## src/rtl/fetch_queue.sv

```systemverilog
// Instruction-fetch front end: issues sequential word fetches, tags returned words with their PC,
// buffers them in a DEPTH-entry FIFO and hands them to decode over valid/ready.
module fetch_queue #(
    parameter int          DEPTH    = 4,
    parameter logic [14:0] RESET_PC = 15'h0
) (
    input  logic                         clk,
    input  logic                         rst,
    output logic [14:0]                  mem_raddr,
    input  logic [15:0]                  mem_rdata,
    input  logic                         redirect,
    input  logic [14:0]                  redirect_pc,
    input  logic                         halt,
    output logic                         out_valid,
    input  logic                         out_ready,
    output logic [15:0]                  out_inst,
    output logic [14:0]                  out_pc,
    output logic [$clog2(DEPTH+1)-1:0]   count
);

    localparam int             CW      = $clog2(DEPTH + 1);
    localparam int             AW      = $clog2(DEPTH);
    localparam logic [CW:0]    DEPTH_C = (CW + 1)'(DEPTH);

    logic [14:0]   fetch_pc_q, fetch_pc_d;
    logic          inflight_q, inflight_d;
    logic [14:0]   inflight_pc_q, inflight_pc_d;
    logic [AW-1:0] rd_ptr_q, rd_ptr_d;
    logic [AW-1:0] wr_ptr_q, wr_ptr_d;
    logic [CW-1:0] count_q, count_d;
    logic [15:0]   inst_q [DEPTH];
    logic [14:0]   pc_q   [DEPTH];

    logic [CW:0]   credit_s;
    logic          issue_s;
    logic          push_s;
    logic          pop_s;

    assign mem_raddr = fetch_pc_q;
    assign count     = count_q;
    assign out_valid = (count_q != '0);
    assign out_inst  = inst_q[rd_ptr_q];
    assign out_pc    = pc_q[rd_ptr_q];

    // Handshake decode and next-state for fetch pointer, in-flight tracker and FIFO bookkeeping
    always_comb begin
        fetch_pc_d    = fetch_pc_q;
        inflight_d    = 1'b0;
        inflight_pc_d = inflight_pc_q;
        rd_ptr_d      = rd_ptr_q;
        wr_ptr_d      = wr_ptr_q;
        count_d       = count_q;

        // The in-flight word already holds a FIFO slot, so it counts against the credit.
        credit_s = {1'b0, count_q} + {{CW{1'b0}}, inflight_q};
        issue_s  = ~rst & ~redirect & ~halt & (credit_s < DEPTH_C);
        push_s   = inflight_q & ~redirect;
        pop_s    = out_valid & out_ready & ~redirect;

        if (redirect) begin
            fetch_pc_d = redirect_pc;
            rd_ptr_d   = '0;
            wr_ptr_d   = '0;
            count_d    = '0;
        end else begin
            if (issue_s) begin
                fetch_pc_d    = fetch_pc_q + 15'd1;
                inflight_d    = 1'b1;
                inflight_pc_d = fetch_pc_q;
            end else begin
                inflight_d = 1'b0;
            end
            if (push_s) begin
                wr_ptr_d = wr_ptr_q + AW'(1);
            end else begin
                wr_ptr_d = wr_ptr_q;
            end
            if (pop_s) begin
                rd_ptr_d = rd_ptr_q + AW'(1);
            end else begin
                rd_ptr_d = rd_ptr_q;
            end
            case ({push_s, pop_s})
                2'b10:   count_d = count_q + CW'(1);
                2'b01:   count_d = count_q - CW'(1);
                default: count_d = count_q;
            endcase
        end
    end

    // Control state registers with synchronous reset
    always_ff @(posedge clk) begin
        if (rst) begin
            fetch_pc_q    <= RESET_PC;
            inflight_q    <= 1'b0;
            inflight_pc_q <= 15'h0;
            rd_ptr_q      <= '0;
            wr_ptr_q      <= '0;
            count_q       <= '0;
        end else begin
            fetch_pc_q    <= fetch_pc_d;
            inflight_q    <= inflight_d;
            inflight_pc_q <= inflight_pc_d;
            rd_ptr_q      <= rd_ptr_d;
            wr_ptr_q      <= wr_ptr_d;
            count_q       <= count_d;
        end
    end

    // FIFO storage; cleared on reset so the head reads as zero until the first push
    always_ff @(posedge clk) begin
        if (rst) begin
            for (int i = 0; i < DEPTH; i++) begin
                inst_q[i] <= 16'h0;
                pc_q[i]   <= 15'h0;
            end
        end else if (push_s) begin
            inst_q[wr_ptr_q] <= mem_rdata;
            pc_q[wr_ptr_q]   <= inflight_pc_q;
        end else begin
            inst_q[wr_ptr_q] <= inst_q[wr_ptr_q];
            pc_q[wr_ptr_q]   <= pc_q[wr_ptr_q];
        end
    end

endmodule
```

## config.mk

```make
export PLATFORM = sky130hd
export DESIGN_NAME = fetch_queue
export DESIGN_NICKNAME = d
export VERILOG_FILES = /design/src/rtl/fetch_queue.sv
export SDC_FILE = /design/constraint.sdc
export NUM_CORES = 1
export LEC_CHECK = 0
export CAP_MARGIN = 5
export CORE_MARGIN = 5
export CORE_UTILIZATION = 40
export DETAILED_ROUTE_END_ITERATION = 16
export DONT_BUFFER_PORTS = 1
export GPL_ROUTABILITY_DRIVEN = 0
export PLACE_DENSITY = 0.54
export SLEW_MARGIN = 0
export SYNTH_ARGS = -nofsm -noshare
export SYNTH_HDL_FRONTEND = slang
export SYNTH_SLANG_ARGS = --single-unit
```

## constraint.sdc

```tcl
create_clock -name clk -period 5.9 [get_ports clk]
set_input_delay 1.475 -clock clk [delete_from_list [all_inputs] [get_ports clk]]
set_output_delay 1.475 -clock clk [all_outputs]
set_load 0.01 [all_outputs]
```

==> metrics.yaml <==
detailed_routing:
  vias_per_cell: 5.35
  first_iter_violations: 222
  drt-pass1-iter-count: 5
  drtAntennaViolNets: 0
  routed_wl_um: 15100
  vias: 4067
  drc_errors: 0
  detail_route.wl_per_cell_um: 19.8
synthesis:
  synth_edf_count: 124
  ys_ff_latch: 164
  syn_area_um2: 7170
  yosysWarnings: 0
  ys_seq_area_frac: 0.631
  synthCells: 528
  avgSynthCellArea_um2: 13.6
  synth_cell_types: 43
  synthArstFlopShare: 0
  postSynthNetCount: 567
  synthFlopType: "edfxtp_1"
global_route:
  grt_max_degree: 40
  grt_pass1_vias: 4232
  grt_overflow: 0
  antenna_found_initial: 0
  grt_usage: 0.152
  grt_pass1_wl_um: 23700
floorplan:
  dieArea_um2: 20700
  fp.dieW_um: 144
  die_height_um: 144
  initial_core_util: 0.403
  coreArea_um2: 17800
  rows: 49
  pin_count: 86
critical_path:
  slowest_delay_ns: 0.66
  critPathSlowestCell: "mux4_2"
  cp.arrival_ns: 1.93
  reg2reg_from: "inflight_q"
  crit_chain: "buf_4, mux4_2"
  r2r_slack_ns: 3.57
  critPathCaptureType: "output port"
  cp.required_ns: 4.43
  crit_end: "out_pc[4]"
  r2r_end: "inst_q[0][12]"
  reg2reg_depth: 5
  crit_fanout: 31
  start_kind: "flip-flop"
  critical_path_class: "flip-flop to output port"
placed_design:
  place_area_um2: 7380
  io_buffer_count: 0
  hpwl_um: 8960
  dpl.cell_count: 730
  pre_cts_slack_ns: 2.41
clocking:
  worstSkewPairLatency_ns: 0.42
  postCtsSetupBuffers: 0
  post_cts_resized: 0
  cts.path.max_buffers: 2
  cts_hold_buffers: 0
  numCtsBuffers: 17
  clk_pin_slew_ns: 0.06
  htree_levels: 4
  root_buffer: "clkbuf_16"
  cts_tree: "built"
  cts_num_sinks: 164
timing:
  hold_violations: 0
  finalClockSkew_ns: 0.00801
  layout_min_cycle_time_ns: 3.41
  slew_headroom: 0.313
  drv_slew: 0
  worst_pin_slew_ns: 1.03
  fin_ws_ns: 2.49
  finalSetupViolations: 0
  layout_worst_path_cycle_share: 0.577
  rsz0062_at_grt: "no"
  fmax_mhz: 294
  whs_ns: 0.480
  tns_ns: 0
cells_and_area:
  final_cells: 760
  nets: 559
  final_core_util: 0.451
  syn2layout_area_growth_pct: 11.9
  register_area_um2: 4530
  design_area_um2: 8030
  drive_gt1_frac: 0.147
  fillCellCount: 1604
  layout_common_cells: "and2_1 (124), edfxtp_1 (124), nand2_1 (42)"
  num_antenna_cells: 0
  multi_input_area_um2: 2490
worst_hold_path:
  hold_path_class: "flip-flop to flip-flop"
pwr:
  p_leak_nw: 2.74
  ir_drop_v: 0.000208
  power.density_nw_per_um2: 322
  power_mw: 2.58
outcome:
  outcome: "complete, no violations"
run:
  cap_violations: 0
==> cell usage after synthesis, types with 3 or more instances <==
cell type	number	area share
a21oi_1	23	0.016
a22oi_1	7	0.0073
a31o_2	3	0.0037
a31oi_1	10	0.0087
and2_1	124	0.11
buf_2	6	0.0042
clkbuf_1	26	0.014
dfxtp_1	40	0.11
edfxtp_1	124	0.52
inv_1	10	0.0052
mux4_2	31	0.097
nand2_1	42	0.022
nand3_1	6	0.0042
nand4_1	3	0.0026
nor2_1	9	0.0047
nor2b_1	6	0.0052
nor3_1	4	0.0028
o211ai_1	6	0.0063
o21ai_0	4	0.0028
or3_1	4	0.0035
or4_1	8	0.0084
xnor2_1	4	0.0049
==> metal layers <==
| metal | vias up | routed length [µm] | global-route usage |
|---|---|---|---|
| met4 | 0 | 125 | 0.0446 |
| met3 | 12 | 905 | 0.0469 |
| li1 | 1919 | - | - |
| met5 | - | 0 | 0 |
| met2 | 106 | 7420 | 0.249 |
| met1 | 2030 | 6610 | 0.196 |
==> final cells by class <==
type                            instances  area share
Tap cell                              229      0.0357
Clock inverter                         10      0.0257
Timing Repair Buffer                    6     0.00561
Sequential cell                       164       0.564
Clock buffer                           20      0.0544
Multi-Input combinational cell        321       0.310
Inverter                               10     0.00468
==> cells by family (layout without fill, tap and decap cells) <==
| kind of cell | after synthesis | count (layout) | synth area share |
|---|---|---|---|
| adder cells (fa/ha/maj) | 3 | 3 | 0.00628 |
| flip-flops | 164 | 164 | 0.631 |
| AO/OA/AOI/OAI | 57 | 57 | 0.0499 |
| multiplexers | 33 | 33 | 0.100 |
| XOR/XNOR | 6 | 6 | 0.00733 |
| AND/OR/NAND/NOR | 222 | 222 | 0.181 |
| buffers and inverters | 43 | 46 | 0.0246 |
==> state kept, by name (all words and copies together) (netlist names), named ones only <==
name / cells
pc_q: 60
rd_ptr_q: 2
count: 3
inflight_q: 1
wr_ptr_q: 2
inst_q: 64
mem_raddr: 15
inflight_pc_q: 15
==> power by group <==
| part | switching, mW | internal (mW) | total (mW) |
|---|---|---|---|
| clock network | 0.419 | 0.788 | 1.21 |
| registers | 0.0259 | 1.28 | 1.30 |
| logic | 0.0466 | 0.0262 | 0.0727 |
| total | 0.491 | 2.09 | 2.58 |
==> critical path, delay by kind of cell, from the launching register on <==
kind | cells | cell delay [ns]
mux | 1 | 0.66
flops | 1 | 0.31
buf+inv | 1 | 0.51
==> worst min-delay path by stage <==
stage                           startpoint          endpoint  slack [ns]  depth (start not counted)
after floorplan           inflight_pc_q[0]  inflight_pc_q[0]        0.46                          2
after detailed placement  inflight_pc_q[8]  inflight_pc_q[8]        0.48                          2
after global placement    inflight_pc_q[6]  inflight_pc_q[6]        0.47                          2
after CTS                 inflight_pc_q[8]  inflight_pc_q[8]        0.48                          2
after global routing      inflight_pc_q[6]  inflight_pc_q[6]        0.52                          2
final                     inflight_pc_q[8]  inflight_pc_q[8]        0.48                          2
No activity file was read; power rests on OpenSTA's default activity.
